File: src/rtl/conv_pkg.sv
// Shared constants, byte-lane map and FSM encoding for the 3x3 convolution MAC stage.
package conv_pkg;
  localparam int STREAM_W = 72;
  localparam int PIX_W    = 8;
  localparam int COEF_W   = 8;
  localparam int PROD_W   = 17;
  localparam int NUM_TAPS = 9;
  localparam int BIAS_W   = 24;

  localparam logic [3:0] ADDR_BIAS = 4'd9;

  typedef enum logic [1:0] {
    ST_IDLE  = 2'd0,
    ST_RUN   = 2'd1,
    ST_DRAIN = 2'd2
  } state_e;

  // LSB of the byte holding tap k = 3*row + col inside a window beat.
  function automatic int lane_lsb(input int k);
    case (k)
      0:       return 48;
      1:       return 24;
      2:       return 0;
      3:       return 56;
      4:       return 32;
      5:       return 8;
      6:       return 64;
      7:       return 40;
      default: return 16;
    endcase
  endfunction
endpackage

File: src/rtl/conv3x3_mac_stage_if.sv
// Window-in / pixel-out stream bundle of the 3x3 MAC stage.
interface conv3x3_mac_stage_if;
  import conv_pkg::*;

  logic [STREAM_W-1:0] win_data;
  logic                win_valid;
  logic                win_rdy;
  logic [PIX_W-1:0]    pix_data;
  logic                pix_valid;
  logic                pix_rdy;

  modport master (output win_data, win_valid, pix_rdy,
                  input  win_rdy, pix_data, pix_valid);
  modport slave  (input  win_data, win_valid, pix_rdy,
                  output win_rdy, pix_data, pix_valid);
endinterface

File: src/rtl/conv3x3_adder_tree.sv
// Two-cycle reduction of nine signed products plus bias: three 3-term partial sums, then final sum.
module conv3x3_adder_tree
  import conv_pkg::*;
#(
  parameter int ACC_WIDTH = 24
) (
  input  logic                        clk,
  input  logic                        reset_n,
  input  logic                        en,
  input  logic                        vld_p1,
  input  logic signed [PROD_W-1:0]    prod_p1 [NUM_TAPS],
  input  logic signed [ACC_WIDTH-1:0] bias_p1,
  output logic signed [ACC_WIDTH-1:0] acc_p3,
  output logic                        vld_p3,
  output logic                        pipe_vld
);

  logic signed [ACC_WIDTH-1:0] psum_p2_d [3];
  logic signed [ACC_WIDTH-1:0] psum_p2_q [3];
  logic signed [ACC_WIDTH-1:0] bias_p2_d, bias_p2_q;
  logic signed [ACC_WIDTH-1:0] acc_p3_d, acc_p3_q;
  logic                        vld_p2_d, vld_p2_q;
  logic                        vld_p3_d, vld_p3_q;

  function automatic logic signed [ACC_WIDTH-1:0] sext(input logic signed [PROD_W-1:0] p);
    return ACC_WIDTH'(p);
  endfunction

  always_comb begin
    psum_p2_d = psum_p2_q;
    bias_p2_d = bias_p2_q;
    vld_p2_d  = vld_p2_q;
    acc_p3_d  = acc_p3_q;
    vld_p3_d  = vld_p3_q;
    if (en) begin
      // S2: partial sums per window row
      vld_p2_d = vld_p1;
      if (vld_p1) begin
        for (int g = 0; g < 3; g++)
          psum_p2_d[g] = sext(prod_p1[3*g]) + sext(prod_p1[3*g+1]) + sext(prod_p1[3*g+2]);
        bias_p2_d = bias_p1;
      end
      // S3: final sum plus bias
      vld_p3_d = vld_p2_q;
      if (vld_p2_q)
        acc_p3_d = psum_p2_q[0] + psum_p2_q[1] + psum_p2_q[2] + bias_p2_q;
    end
  end

  always_ff @(posedge clk) begin
    psum_p2_q <= psum_p2_d;
    bias_p2_q <= bias_p2_d;
    acc_p3_q  <= acc_p3_d;
  end

  always_ff @(posedge clk or negedge reset_n) begin
    if (!reset_n) begin
      vld_p2_q <= 1'b0;
      vld_p3_q <= 1'b0;
    end else begin
      vld_p2_q <= vld_p2_d;
      vld_p3_q <= vld_p3_d;
    end
  end

  assign acc_p3   = acc_p3_q;
  assign vld_p3   = vld_p3_q;
  assign pipe_vld = vld_p2_q | vld_p3_q;

endmodule

File: src/rtl/conv3x3_mac_stage.sv
// 3x3 convolution MAC stage: weighted window sum + bias, then shift, ReLU and 8-bit saturation.
module conv3x3_mac_stage
  import conv_pkg::*;
#(
  parameter int STREAM_DATA_WIDTH = 72,
  parameter int ACC_WIDTH         = 24,
  parameter int SHIFT             = 8,
  parameter int DIM_WIDTH         = 16
) (
  input  logic                 clk,
  input  logic                 reset_n,
  input  logic                 Start,
  input  logic [DIM_WIDTH-1:0] input_layer_row_size,
  input  logic [DIM_WIDTH-1:0] input_layer_col_size,
  input  logic                 wgt_wr_en,
  input  logic [3:0]           wgt_wr_addr,
  input  logic [BIAS_W-1:0]    wgt_wr_data,
  conv3x3_mac_stage_if.slave   bus,
  output logic                 busy,
  output logic                 done
);

  if (STREAM_DATA_WIDTH != STREAM_W) begin : g_bad_width
    $error("conv3x3_mac_stage supports only a 72-bit window stream");
  end

  logic signed [COEF_W-1:0]    wgt_d [NUM_TAPS];
  logic signed [COEF_W-1:0]    wgt_q [NUM_TAPS];
  logic signed [ACC_WIDTH-1:0] bias_d, bias_q;
  logic signed [PROD_W-1:0]    prod_p1_d [NUM_TAPS];
  logic signed [PROD_W-1:0]    prod_p1_q [NUM_TAPS];
  logic signed [ACC_WIDTH-1:0] bias_p1_d, bias_p1_q;
  logic                        vld_p1_d, vld_p1_q;
  logic signed [ACC_WIDTH-1:0] acc_p3;
  logic                        vld_p3, pipe_vld;
  logic [PIX_W-1:0]            pix_data_d, pix_data_q;
  logic                        pix_valid_d, pix_valid_q;
  logic                        adv, win_rdy, acc_fire, pix_fire, pipe_empty;
  state_e                      state_q;
  logic [31:0]                 expected_q, accepted_q, emitted_q;
  logic                        busy_q, done_q;

  function automatic logic signed [PROD_W-1:0] mul(input logic [PIX_W-1:0] p,
                                                   input logic signed [COEF_W-1:0] w);
    logic signed [PROD_W-1:0] ps, ws;
    ps = {{(PROD_W-PIX_W){1'b0}}, p};
    ws = {{(PROD_W-COEF_W){w[COEF_W-1]}}, w};
    return ps * ws;
  endfunction

  function automatic logic [PIX_W-1:0] relu_sat(input logic signed [ACC_WIDTH-1:0] a);
    logic signed [ACC_WIDTH-1:0] r;
    r = a >>> SHIFT;
    if (r < 0) return '0;
    if (r > ACC_WIDTH'(255)) return '1;
    return r[PIX_W-1:0];
  endfunction

  function automatic logic [31:0] run_len(input logic [DIM_WIDTH-1:0] r,
                                          input logic [DIM_WIDTH-1:0] c);
    if (r < DIM_WIDTH'(3) || c < DIM_WIDTH'(3)) return '0;
    return 32'(r - DIM_WIDTH'(2)) * 32'(c - DIM_WIDTH'(2));
  endfunction

  assign adv        = ~pix_valid_q | bus.pix_rdy;
  assign win_rdy    = (state_q == ST_RUN) & adv & (accepted_q < expected_q);
  assign acc_fire   = bus.win_valid & win_rdy;
  assign pix_fire   = pix_valid_q & bus.pix_rdy;
  assign pipe_empty = ~(vld_p1_q | pipe_vld | pix_valid_q);

  always_comb begin
    wgt_d  = wgt_q;
    bias_d = bias_q;
    if (wgt_wr_en) begin
      if (wgt_wr_addr == ADDR_BIAS)
        bias_d = ACC_WIDTH'($signed(wgt_wr_data));
      for (int k = 0; k < NUM_TAPS; k++)
        if (wgt_wr_addr == 4'(k)) wgt_d[k] = $signed(wgt_wr_data[COEF_W-1:0]);
    end
  end

  always_comb begin
    prod_p1_d   = prod_p1_q;
    bias_p1_d   = bias_p1_q;
    vld_p1_d    = vld_p1_q;
    pix_data_d  = pix_data_q;
    pix_valid_d = pix_valid_q;
    if (adv) begin
      // S1: multiply; bias is captured with the window so later writes leave it alone
      vld_p1_d = acc_fire;
      if (acc_fire) begin
        for (int k = 0; k < NUM_TAPS; k++)
          prod_p1_d[k] = mul(bus.win_data[lane_lsb(k) +: PIX_W], wgt_q[k]);
        bias_p1_d = bias_q;
      end
      // S4: shift, ReLU, saturate
      pix_valid_d = vld_p3;
      if (vld_p3) pix_data_d = relu_sat(acc_p3);
    end
  end

  always_ff @(posedge clk) begin
    prod_p1_q <= prod_p1_d;
    bias_p1_q <= bias_p1_d;
  end

  always_ff @(posedge clk or negedge reset_n) begin
    if (!reset_n) begin
      for (int k = 0; k < NUM_TAPS; k++) wgt_q[k] <= '0;
      bias_q      <= '0;
      vld_p1_q    <= 1'b0;
      pix_valid_q <= 1'b0;
      pix_data_q  <= '0;
    end else begin
      wgt_q       <= wgt_d;
      bias_q      <= bias_d;
      vld_p1_q    <= vld_p1_d;
      pix_valid_q <= pix_valid_d;
      pix_data_q  <= pix_data_d;
    end
  end

  conv3x3_adder_tree #(.ACC_WIDTH(ACC_WIDTH)) u_tree (
    .clk      (clk),
    .reset_n  (reset_n),
    .en       (adv),
    .vld_p1   (vld_p1_q),
    .prod_p1  (prod_p1_q),
    .bias_p1  (bias_p1_q),
    .acc_p3   (acc_p3),
    .vld_p3   (vld_p3),
    .pipe_vld (pipe_vld)
  );

  always_ff @(posedge clk or negedge reset_n) begin
    if (!reset_n) begin
      state_q    <= ST_IDLE;
      expected_q <= '0;
      accepted_q <= '0;
      emitted_q  <= '0;
      busy_q     <= 1'b0;
      done_q     <= 1'b0;
    end else begin
      done_q <= 1'b0;
      if (acc_fire) accepted_q <= accepted_q + 32'd1;
      if (pix_fire) emitted_q  <= emitted_q + 32'd1;
      case (state_q)
        ST_IDLE: if (Start) begin
          expected_q <= run_len(input_layer_row_size, input_layer_col_size);
          accepted_q <= '0;
          emitted_q  <= '0;
          busy_q     <= 1'b1;
          state_q    <= ST_RUN;
        end
        ST_RUN: if (accepted_q == expected_q) state_q <= ST_DRAIN;
        ST_DRAIN: if (pipe_empty && emitted_q == expected_q) begin
          done_q  <= 1'b1;
          busy_q  <= 1'b0;
          state_q <= ST_IDLE;
        end
        default: state_q <= ST_IDLE;
      endcase
    end
  end

  assign bus.win_rdy   = win_rdy;
  assign bus.pix_valid = pix_valid_q;
  assign bus.pix_data  = pix_data_q;
  assign busy          = busy_q;
  assign done          = done_q;

endmodule
File: src/flat_wrapper.sv
// flat-port wrapper written by rule: the top's interface ports become plain ports
module conv3x3_mac_stage_flat import conv_pkg::*;
#(
  parameter int STREAM_DATA_WIDTH = 72,
  parameter int ACC_WIDTH         = 24,
  parameter int SHIFT             = 8,
  parameter int DIM_WIDTH         = 16
)
  (clk, reset_n, Start, input_layer_row_size, input_layer_col_size, wgt_wr_en, wgt_wr_addr, wgt_wr_data, busy, done, bus_win_data, bus_win_valid, bus_pix_rdy, bus_win_rdy, bus_pix_data, bus_pix_valid);
  conv3x3_mac_stage_if bus_i ();
  input  logic clk;
  input  logic reset_n;
  input  logic Start;
  input  logic [DIM_WIDTH-1:0] input_layer_row_size;
  input  logic [DIM_WIDTH-1:0] input_layer_col_size;
  input  logic wgt_wr_en;
  input  logic [3:0] wgt_wr_addr;
  input  logic [BIAS_W-1:0] wgt_wr_data;
  output logic busy;
  output logic done;
  input wire logic [$bits(bus_i.win_data)-1:0] bus_win_data;
  input wire logic [$bits(bus_i.win_valid)-1:0] bus_win_valid;
  input wire logic [$bits(bus_i.pix_rdy)-1:0] bus_pix_rdy;
  output wire logic [$bits(bus_i.win_rdy)-1:0] bus_win_rdy;
  output wire logic [$bits(bus_i.pix_data)-1:0] bus_pix_data;
  output wire logic [$bits(bus_i.pix_valid)-1:0] bus_pix_valid;
  assign bus_i.win_data = bus_win_data;
  assign bus_i.win_valid = bus_win_valid;
  assign bus_i.pix_rdy = bus_pix_rdy;
  assign bus_win_rdy = bus_i.win_rdy;
  assign bus_pix_data = bus_i.pix_data;
  assign bus_pix_valid = bus_i.pix_valid;
  conv3x3_mac_stage #(.STREAM_DATA_WIDTH(STREAM_DATA_WIDTH), .ACC_WIDTH(ACC_WIDTH), .SHIFT(SHIFT), .DIM_WIDTH(DIM_WIDTH)) u_core (.clk(clk), .reset_n(reset_n), .Start(Start), .input_layer_row_size(input_layer_row_size), .input_layer_col_size(input_layer_col_size), .wgt_wr_en(wgt_wr_en), .wgt_wr_addr(wgt_wr_addr), .wgt_wr_data(wgt_wr_data), .bus(bus_i), .busy(busy), .done(done));
endmodule
File: config.mk
export PLATFORM = sky130hd
export DESIGN_NAME = conv3x3_mac_stage_flat
export DESIGN_NICKNAME = d
export VERILOG_FILES = /design/src/rtl/conv_pkg.sv /design/src/rtl/conv3x3_mac_stage_if.sv /design/src/rtl/conv3x3_adder_tree.sv /design/src/rtl/conv3x3_mac_stage.sv /design/src/flat_wrapper.sv
export SDC_FILE = /design/constraint.sdc
export NUM_CORES = 2
export LEC_CHECK = 0
export ABC_AREA = 1
export CAP_MARGIN = 20
export CORE_ASPECT_RATIO = 0.5
export CORE_UTILIZATION = 55
export CTS_CLUSTER_DIAMETER = 30
export DETAILED_ROUTE_END_ITERATION = 12
export PLACE_DENSITY = 0.8
export SYNTH_ARGS = -nofsm -noshare
export SYNTH_HDL_FRONTEND = slang
export SYNTH_SLANG_ARGS = --single-unit
File: constraint.sdc
create_clock -name clk -period 6.2 [get_ports clk]
set_clock_uncertainty 0.1 [all_clocks]
set_input_delay 0.62 -clock clk [delete_from_list [all_inputs] [get_ports clk]]
set_output_delay 0.62 -clock clk [all_outputs]
set_load 0.05 [all_outputs]
==> results.yml <==
status:
  outcome: "finished, violations left"
  violations: "negative setup slack"
logic_synthesis:
  ys_ff_latch: 482
  synth_area_leaders: "fa_1 (27%), edfxtp_1 (15%), ha_1 (14%), inv_1 (9.8%), dfrtp_1 (9.2%)"
  synth.distinct_cells: 54
  yosysWarningCount: 0
  synth-edff-count: 274
  synth_area_um2: 56700
  synth_top_area_share_pct: 27.3
  yosysTopAreaCell: "fa_1"
  synth_area_per_cell_um2: 8.85
  synth_ff_type: "edfxtp_1"
  ys_seq_area_share_pct: 23.7
  synthCells: 6406
  async_flop_share_pct: 43.2
  synthesis.nets: 7932
clock_tree:
  clock-sinks: 482
  cts_root_buffer: "clkbuf_16"
  clk_pin_slew_ns: 0.05
  cts_tree: "yes"
  cts-buffers-inserted: 87
  clock_latency_ns: 0.67
  htreeDepth: 3
  clk_path_buf_depth: 3
grt:
  grt_pass1_wl_um: 243000
  overflow: 0
  grt_max_degree: 128
  antenna_found_initial: 7
  grt_pass1_vias: 46500
  track_usage_pct: 29.4
worst_setup_path:
  crit_type: "in2reg"
  slowest_delay_ns: 0.60
  cpMaxStageDelayCell: "fa_1"
  r2r-start: "u_core.wgt_q[7]"
  rr_endpoint: "u_core.prod_p1_q[16]"
  reg2regPathDepth: 19
  critPathMostFrequentCell: "fa_1"
  critical_path_required_ns: 6.68
  reg2reg_slack_ns: 0.93
  arrival_ns: 7.60
  worstPathMaxFanout: 6
  crit_path_start_kind: "primary input"
  critPathCaptureType: "register"
timing:
  worstMarginPinSlew_ns: 1.12
  whs_ns: 0.308
  maxSlewViolCount: 0
  fin_ws_ns: -0.923
  rsz0062_at_grt: "true"
  hold_violations: 0
  fmax_ghz: 0.140
  period_share_pct: 115
  max_slew_margin_pct: 25.4
  period_minus_slack_ns: 7.12
  setup_viol: 21
detailed_routing:
  wirelength_um: 154000
  ant_nets: 0
  vias_per_cell: 5.38
  drt-pass1-iter-count: 9
  drt-initial-drc-count: 3964
  drt_drc_violations_left: 0
  dr_total_vias: 44600
  wl_per_cell_um: 18.6
min_path:
  min-delay-start: "u_core.bias_p1_q[13]"
  min_to: "u_core.u_tree.bias_p2_q[13]"
  hp-class: "reg2reg"
  hold_path_depth: 0
layout:
  synthToLayoutAreaGrowth_pct: 19.2
  final_util_pct: 66.8
  drive_above_1_share_pct: 15.3
  finalNonFillerCells: 8292
  nets: 8392
placed_design:
  dp_cells: 8031
  dpl.hpwl_um: 114000
  gp_congestion: 0.973
  port_buffers: 149
floorplanning:
  fp-row-count: 82
  start_util_pct: 56.1
  core_area_um2: 101000
  die_h_um: 229
  fp.dieW_um: 456
  dieArea_um2: 104000
  ios: 150
power_and_ir_drop:
  leakage_nw: 35.0
  ir_drop_mv: 1.57
  powerDensity_nw_per_um2: 512
job:
  cap_violations: 0
[cell usage after synthesis (54+ instances only)]
master,instances
nand2_1,1245
clkbuf_1,184
fa_1,773
o21ai_0,242
nand3_1,91
xnor2_1,81
edfxtp_1,274
or2_2,54
a21oi_1,271
ha_1,615
xor2_1,181
dfrtp_1,208
nor2_1,420
inv_1,1480
[power breakdown]
part | internal, mW | switching, mW | total [mW]
Combinational | 11.6 | 13.8 | 25.4
Clock | 3.05 | 1.84 | 4.89
Sequential | 4.00 | 0.339 | 4.34
[layout make-up]
| class | count | area (µm²) |
|---|---|---|
| clock inverter | 51 | 671 |
| tap | 1344 | 1680 |
| sequential | 482 | 13400 |
| antenna | 10 | 25.0 |
| fill | 7252 | 33600 |
| timing repair buffer | 565 | 5030 |
| inverter | 1498 | 5730 |
| clock buffer | 110 | 2320 |
| multi-input combinational | 4232 | 38700 |
[through the flow]
stage	TNS [ns]	total power [mW]	cell area (µm²)	setup WS, ns
after global routing	-18.59	37.4	67600	-1.12
final	-13.95	34.6	67600	-0.923
after CTS	-10.69	31.8	66500	-0.724
after floorplan	-11.23	18.1	57400	-0.962
after global placement	-35.32	24.9	62400	-1.75
after detailed placement	-37.66	25.3	62400	-1.94
[logic make-up (layout without fill, tap and decap cells)]
kind of cell	Yosys count	after routing	synth area share, %
compound gates	620	620	5.90
buf+inv	1693	2224	11.2
flops	482	482	23.7
other cells	0	10	0
simple gates	1945	1946	14.0
fa+ha+maj	1388	1388	40.9
xor+xnor	262	262	4.05
mux	16	16	0.318
[per-layer routing]
| layer | global-route usage (%) | vias to the layer above | share of wire (%) |
|---|---|---|---|
| met5 | 0 | - | 0.0078 |
| met4 | 12.0 | 2 | 5.0 |
| met3 | 5.59 | 516 | 8.1 |
| met2 | 48.8 | 1806 | 47 |
| met1 | 37.9 | 21800 | 39 |
| li1 | - | 20500 | - |
[worst max path at each step]
stage / cells past startpoint / end / from / slack, ns
finish: 32 / u_core.expected_q[28] / input_layer_row_size[13] / -0.92
global route: 32 / u_core.expected_q[28] / input_layer_row_size[13] / -1.12
CTS: 41 / u_core.expected_q[29] / input_layer_col_size[1] / -0.72
detailed placement: 35 / u_core.expected_q[29] / input_layer_row_size[1] / -1.94
global placement: 36 / u_core.expected_q[29] / input_layer_col_size[1] / -1.75
floorplan: 34 / u_core.expected_q[29] / input_layer_col_size[1] / -0.96
[cells in the final DEF, fill, tap and decap left out, types with 198 or more instances in the layout]
master	instances
a21oi_1	252
buf_4	353
dfrtp_1	208
edfxtp_1	274
fa_1	725
ha_1	588
inv_1	1398
nand2_1	1175
nor2_1	328
o21ai_0	198
[worst max-delay path, delay by kind of cell]
family,cells,cell delay (ns)
fa+ha+maj,9,4.55
simple gates,12,1.43
buf+inv,8,0.64
compound gates,3,0.35
[timing repair]
item / 4_1_cts / 5_1_grt
setup buffers: 47 / 44
cloned: 3 / 1
hold endpoints to repair: 81 / 0
pin swaps: 177 / 184
resized for setup: 309 / 265
hold buffers: 1 / 0
endpoints found under the setup margin: 23 / 23
[registers in the layout (all words and copies together) (netlist names), 8 cells and up]
| name | flops |
|---|---|
| u_core.emitted_q | 32 |
| u_core.u_tree.acc_p3 | 16 |
| u_core.accepted_q | 32 |
| u_core.prod_p1_q | 153 |
| u_core.bias_p1_q | 24 |
| u_core.expected_q | 32 |
| u_core.bus.pix_data | 8 |
| u_core.u_tree.bias_p2_q | 24 |
| u_core.wgt_q | 72 |
| u_core.u_tree.psum_p2_q | 57 |
| u_core.bias_q | 24 |
Note: power is estimated with default switching activity, not from simulation.
